File: src/rtl/adder_arbiter.sv
// adder_arbiter: round-robin arbiter that lends a single accumulating adder
// input (add_din / add_en) to one of NREQ requesters for a whole burst.
// A burst is locked to its owner until the owner flags its last word, hits
// MAX_BURST transfers, or drops its request. Every burst is followed by a
// one-cycle GAP before the next arbitration, and the finished owner becomes
// lowest priority for the next grant.
//
// Handshake: a word of requester i is accepted on a rising edge when
// req_ready[i] and req[i] are both high in the cycle before that edge.
// req_ready is one-hot (or zero) and depends only on state and gnt_id, never
// on req, so there is no combinational path from req to req_ready.
module adder_arbiter #(
  parameter int NREQ      = 4,
  parameter int DW        = 6,
  parameter int MAX_BURST = 16,
  parameter int IDW       = 2
) (
  input  logic               clk,
  input  logic               rst_n,
  input  logic [NREQ-1:0]    req,
  input  logic [NREQ*DW-1:0] req_din,
  input  logic [NREQ-1:0]    req_last,
  output logic [NREQ-1:0]    req_ready,
  output logic [DW-1:0]      add_din,
  output logic               add_en,
  output logic [IDW-1:0]     gnt_id,
  output logic               gnt_valid,
  output logic               burst_done,
  output logic               burst_cut
);

  // Beat counter must hold MAX_BURST itself; it is cleared on every grant.
  localparam int BCW = $clog2(MAX_BURST + 1);

  typedef enum logic [1:0] {
    IDLE  = 2'd0,
    GRANT = 2'd1,
    GAP   = 2'd2
  } state_t;

  state_t          state, state_nxt;
  logic [IDW-1:0]  ptr, ptr_nxt;
  logic [BCW-1:0]  beat, beat_nxt;
  logic [DW-1:0]   add_din_nxt;
  logic            add_en_nxt;
  logic [IDW-1:0]  gnt_id_nxt;
  logic            gnt_valid_nxt;
  logic            burst_done_nxt;
  logic            burst_cut_nxt;

  // Arbitration result and signals of the current owner.
  logic            found;
  logic [IDW-1:0]  sel;
  logic [IDW-1:0]  idx;
  logic            xfer;
  logic            cur_last;
  logic [DW-1:0]   cur_din;
  logic            hit_max;
  logic            burst_end;

  // Round-robin search starting at ptr; NREQ is a power of two so the
  // IDW-bit addition wraps naturally.
  always_comb begin
    found = 1'b0;
    sel   = '0;
    idx   = '0;
    for (int k = 0; k < NREQ; k++) begin
      idx = ptr + IDW'(k);
      if (!found && req[idx]) begin
        found = 1'b1;
        sel   = idx;
      end
    end
  end

  // Owner-side view: transfer, last flag, data slice and burst-end reasons.
  always_comb begin
    xfer      = req[gnt_id];
    cur_last  = req_last[gnt_id];
    cur_din   = req_din[int'(gnt_id)*DW +: DW];
    hit_max   = xfer && (beat == BCW'(MAX_BURST - 1));
    // Without a transfer the burst is abandoned; otherwise last or max ends it.
    burst_end = !xfer || cur_last || hit_max;
  end

  // Ready is a pure function of state and owner.
  assign req_ready = (state == GRANT) ? (NREQ'(1) << gnt_id) : '0;

  // Next-state and next-output logic of the IDLE/GRANT/GAP controller.
  always_comb begin
    state_nxt      = state;
    ptr_nxt        = ptr;
    beat_nxt       = beat;
    add_din_nxt    = add_din;
    add_en_nxt     = 1'b0;
    gnt_id_nxt     = gnt_id;
    gnt_valid_nxt  = gnt_valid;
    burst_done_nxt = 1'b0;
    burst_cut_nxt  = 1'b0;
    case (state)
      IDLE: begin
        if (found) begin
          gnt_id_nxt    = sel;
          gnt_valid_nxt = 1'b1;
          beat_nxt      = '0;
          state_nxt     = GRANT;
        end
      end
      GRANT: begin
        if (xfer) begin
          add_din_nxt = cur_din;
          add_en_nxt  = 1'b1;
          beat_nxt    = beat + 1'b1;
        end
        if (burst_end) begin
          state_nxt      = GAP;
          gnt_valid_nxt  = 1'b0;
          burst_done_nxt = 1'b1;
          // A word that is both last and the MAX_BURST-th counts as a clean end.
          burst_cut_nxt  = hit_max && !cur_last;
          // Finished owner drops to lowest priority.
          ptr_nxt        = gnt_id + 1'b1;
        end
      end
      GAP: begin
        state_nxt = IDLE;
      end
      default: begin
        state_nxt = IDLE;
      end
    endcase
  end

  // State and registered outputs; async reset clears everything at once.
  always_ff @(posedge clk or negedge rst_n) begin
    if (!rst_n) begin
      state      <= IDLE;
      ptr        <= '0;
      beat       <= '0;
      add_din    <= '0;
      add_en     <= 1'b0;
      gnt_id     <= '0;
      gnt_valid  <= 1'b0;
      burst_done <= 1'b0;
      burst_cut  <= 1'b0;
    end else begin
      state      <= state_nxt;
      ptr        <= ptr_nxt;
      beat       <= beat_nxt;
      add_din    <= add_din_nxt;
      add_en     <= add_en_nxt;
      gnt_id     <= gnt_id_nxt;
      gnt_valid  <= gnt_valid_nxt;
      burst_done <= burst_done_nxt;
      burst_cut  <= burst_cut_nxt;
    end
  end

endmodule
File: config.mk
export PLATFORM = sky130hd
export DESIGN_NAME = adder_arbiter
export DESIGN_NICKNAME = d
export VERILOG_FILES = /design/src/rtl/adder_arbiter.sv
export SDC_FILE = /design/constraint.sdc
export NUM_CORES = 1
export LEC_CHECK = 0
export CORE_ASPECT_RATIO = 0.7
export CORE_MARGIN = 3
export CORE_UTILIZATION = 42
export DETAILED_ROUTE_END_ITERATION = 16
export PLACE_DENSITY = 0.79
export SKIP_LAST_GASP = 1
export SLEW_MARGIN = 20
export SYNTH_ARGS = -nofsm -noshare
export SYNTH_HDL_FRONTEND = slang
export SYNTH_SLANG_ARGS = --single-unit
export TNS_END_PERCENT = 100
File: constraint.sdc
create_clock -name clk -period 2.6 [get_ports clk]
set_clock_uncertainty 0.1 [all_clocks]
set_input_delay 0.52 -clock clk [delete_from_list [all_inputs] [get_ports clk]]
set_output_delay 0.52 -clock clk [all_outputs]
set_load 0.1 [all_outputs]
After elaboration in Yosys (flattened, before gate mapping). Cells that the tools add are included.

Bits in registers: 21. Output and inout port bits: 16. Bits of input ports: 34.

Shift operators: 2. Magnitude comparators: 5. Multipliers: 1. Equality and inequality tests: 5. $add $sub $neg: 5. Reduce and logical (&&, ||, !) cells: 20. Mux-type cells: 36.

Operators by type and width (number): 24-bit by 6-bit indexed part select with 6-bit output (1); 1-bit 2-to-1 mux (18); 2-bit by 3-bit < comparator with 1-bit output (second input constant) (5); 1-bit binary-select mux with 2-bit select (6); 2-bit 2-to-1 mux (6); 5-bit 2-to-1 mux (2); 5-bit case mux with 2 select lines (1); 2-bit AND reduction (4); 2-bit != test (second input constant) (3); 3-bit AND reduction (2); 5-bit by 1-bit adder with 5-bit output (second input constant) (1); 5-bit by 4-bit equality test with 1-bit output (second input constant) (1); 1-bit logical AND (5); 1-bit logical NOT (5); 2-bit by 1-bit adder with 2-bit output (second input constant) (2); 2-bit adder (second input constant) (2); 2-bit by 2-bit multiplier with 4-bit output (second input constant) (1); 4-bit 2-to-1 mux (1); 2-bit case mux with 2 select lines (1); 1-bit by 2-bit left shift with 4-bit output (first input constant) (1); 2-bit by 1-bit equality test with 1-bit output (second input constant) (1); 2-bit logical NOT (1); 1-bit logical OR (2); 1-bit case mux with 2 select lines (1); 2-bit nonzero test (1).

Depth between registers and ports, before layout.
Depth in word-level cells: 14. Mapped depth: 7. Mapped depth without buffers: 7.

Worst setup path after synthesis. No wires, ideal clock.

Path type: register to output. Start point: register gnt_id[0]. End point: output req_ready[2]. Data arrival time: 2.125 ns. Stages on the path, launching flop included: 5. Path buffers: 1. Slack: -0.145 ns. Required time: 1.980 ns. Cell sequence: dfrtp_1 > buf_2 > inv_1 > ha_1 > and2_1.

Cells in the longest elaborated chain, start to end: 2.

Ends and longest elaborated chain: from (decl) (RTL line 26) `output logic [IDW-1:0] gnt_id,`; from (signal assigned) (RTL line 152) `gnt_id <= gnt_id_nxt;`; 1-bit by 2-bit left shift with 4-bit output (RTL line 87) `assign req_ready = (state == GRANT) ? (NREQ'(1) << gnt_id) : '0;`; 4-bit 2-to-1 mux (RTL line 87); to (decl) (RTL line 23) `output logic [NREQ-1:0] req_ready,`.

Every way passes these cells.

Final worst setup path.
Start point: register beat[0]. End point: register ptr[1].

Cells in the longest elaborated chain, start to end: 4.

Ends and longest elaborated chain: from (decl) (RTL line 43) `logic [BCW-1:0] beat, beat_nxt;`; from (signal assigned) (RTL line 149) `beat <= beat_nxt;`; 5-bit by 4-bit equality test with 1-bit output (RTL line 81) `hit_max = xfer && (beat == BCW'(MAX_BURST - 1));`; 1-bit logical AND (RTL line 81); 1-bit logical OR (RTL line 83) `burst_end = !xfer || cur_last || hit_max;`; 2-bit AND reduction (no line); to (signal assigned) (RTL line 148) `ptr <= ptr_nxt;`; to (decl) (RTL line 42) `logic [IDW-1:0] ptr, ptr_nxt;`.

Every way passes these cells. A chain may end at the register's enable or synchronous reset.

==> results.md <==
* First-pass GRT wire length at 4800 um
* Largest net degree at the start of global routing at 22
* Most frequent cells in the layout: clkdlybuf4s50_1, nand2_1, dfrtp_1
* GRT overflow at 0
* Hold-fix buffers, CTS at 0
* Nets at about 210
* R2R cell count at 7
* Ratio of cells with drive above 1 in the final layout at 0.223
* Die Width at ~70 um
* Clock Sinks at 21
* FMAX at approximately 0.45 GHz
* Via count at around 1100
* Worst Path Max Fanout at 4
* Post-Place Setup Slack at approximately 210 ps
* Post-Syn Nets at approximately 150
* Commonest non-fill, non-tap cell in the layout: clkdlybuf4s50_1
* Crit end category: flip-flop
* RSZ-0062 raised after global routing: no
* Fin crit share at 0.853
* P per Cell Area at around 1300 nW/um^2
* GPL Wtd Cong at a little over 0.8
* Synth-to-layout area growth at 48.5%
* Post-DP HPWL at ~2400 um
* Die Height at 51.0 um
* Hold Crit Endpoint: add_din[0]
* Fin Setup TNS at 0 ps
* Min cycle time layout at between 2000 and 2500 ps
* Synth Register Bits at 21
* Lkg Pwr at ~0.00084 uW
* Setup ws final at about 380 ps
* Cell variety after synth at 32
* Die area at between 3000 and 4000 sq um
* Detailed Route Iter0 Violations at between 60 and 70
* Relative slew slack at 0.635
* Final core utilization at 0.692
* Wirelength per Cell at between 10 and 15 um
* Clk slew on worst S/H paths at 70 ps
* Root buf cell: clkbuf_8
* Register-to-register setup slack at roughly 380 ps
* YS warnings at 0
* Ant diodes at 0
* Worst r2r dst: ptr[1]
* Skew-Pair Late Insertion Delay at 260 ps
* Io pins at 50
* Setup violators final at 0
* Hold_sp: add_din[0]
* Bufs on Longest Clock Path at 2
* Slew @ Worst Pin at about 550 ps
* Cell count after synthesis at around 110
* Max VDD drop at between 0.0008 and 0.0009 V
* Layout fillers at ~180
* Status: complete, no violations
* Drt via density at 5.32
* WS Path Type: flip-flop to flip-flop
* Synth Cell Area at ~1200 sq um
* Hold path depth at 2
* Vias in the first global route at 1114
* Rows at 15
* CP Launch Type: flip-flop
* Drc violations at 0
* Seq/Total Area, Yosys at 0.432
* CTS tree: built
* RR Startpoint: beat[0]
* CP arrival at approximately 2300 ps
* H-tree levels at 1
* Req. time, crit path at 2650 ps
* Max-cap viol count at 0
* Total CTS buffers at 3
* ANT nets after route at 0
* Gr usage total at 0.168
* Post-CTS Resized at 0
* Router iterations before antenna repair at 4
* Routed WL at about 3000 um
* Post-CTS Setup Inserts at 0
* Max-slew violations at 0
* Final Hold Fails at 0
* Starting density of the core at 0.466
* Worst hold path type: flip-flop to flip-flop
* Number of antenna violations at the first check in global routing at 0
* Core area at approximately 2600 sq um
* Avg Cell Area, Syn at 10.7 sq um
* Input/output buffers at 49
[per-stage QoR]
| step | hold slack, ps | instances | instance area (sq um) | total power, uW |
|---|---|---|---|---|
| detailed placement | 373 | 196 | 1760 | 2210 |
| global route | 419 | 200 | 1810 | 2520 |
| finish | 389 | 200 | 1810 | 2410 |
| CTS | 394 | 200 | 1810 | 2420 |
| floorplan | 124 | 114 | 1220 | 1790 |
| global placement | 354 | 196 | 1760 | 2170 |
[logic make-up after synthesis]
| family | Yosys count | share of synthesized area |
|---|---|---|
| adders and majority gates | 6 | 0.0617 |
| and+or+nand+nor | 45 | 0.169 |
| AOI/OAI and AO/OA | 16 | 0.0947 |
| muxes | 15 | 0.201 |
| buffers and inverters | 11 | 0.0422 |
| DFF | 21 | 0.432 |
[report_power, final]
part	total [uW]	internal, uW	switching, uW
Clock	213	109	104
Sequential	604	456	147
Combinational	1590	504	1090
Total	2410	1070	1340
[state kept, by name (all words and copies together), names as in the netlist]
signal and count:
add_din 6, beat 5, gnt_valid 1, state 2, burst_done 1, gnt_id 2
add_en 1, ptr 2, burst_cut 1
[worst max-delay path by stage]
stage / slack, ps / start / to
detailed placement: 210 / req[3] / ptr[1]
global route: 310 / beat[0] / ptr[1]
floorplan: 10 / gnt_id[1] / req_ready[2]
finish: 380 / beat[0] / ptr[1]
CTS: 370 / beat[0] / ptr[1]
global placement: 290 / req[0] / ptr[1]
[critical path, cell delays in order (launching register included)]
cell	delay, ps
dfrtp_1	420
ha_1	220
and3_1	150
ha_1	220
or2_2	280
o2bb2ai_1	270
a21boi_4	120
mux2_1	320
[cells in the mapped netlist]
library cell,count,area (sq um)
nand2_1,27,101
dfrtp_1,21,526
ha_1,6,75.1
inv_1,6,22.5
mux2i_1,6,60.1
mux4_2,6,135
and2_1,5,31.3
nor2_1,5,18.8
a21oi_1,3,15.0
o21ai_0,3,15.0
buf_2,2,10.0
nor2b_1,2,12.5
o21ai_1,2,10.0
o41ai_1,2,17.5
a21boi_0,1,7.51
a21boi_4,1,18.8
and3_1,1,6.26
buf_6,1,11.3
clkbuf_1,1,3.75
inv_2,1,3.75
mux2_1,1,11.3
mux2_2,1,11.3
mux4_1,1,26.3
nand2_4,1,11.3
nand2b_1,1,6.26
nand3_1,1,5.00
nand4_1,1,6.26
o21a_1,1,7.51
o21ai_2,1,8.76
o22ai_1,1,6.26
o2bb2ai_1,1,8.76
or2_2,1,6.26
[layout make-up]
cell class	count	area (sq um)	area share
Clock buffer	4	45.0	0.0249
Inverter	7	26.3	0.0146
Multi-Input combinational cell	82	642	0.356
Sequential cell	21	527	0.292
Tap cell	34	42.5	0.0236
Timing Repair Buffer	52	523	0.290
[routing by layer]
layer  up-vias  track usage  part of all wire
met5         -            0                 0
met4         0       0.0287            0.0087
met3         4       0.0393             0.066
met2        50        0.304              0.51
met1       513        0.209              0.42
li1        496            -                 -
Note: power is estimated with default switching activity, not from simulation.
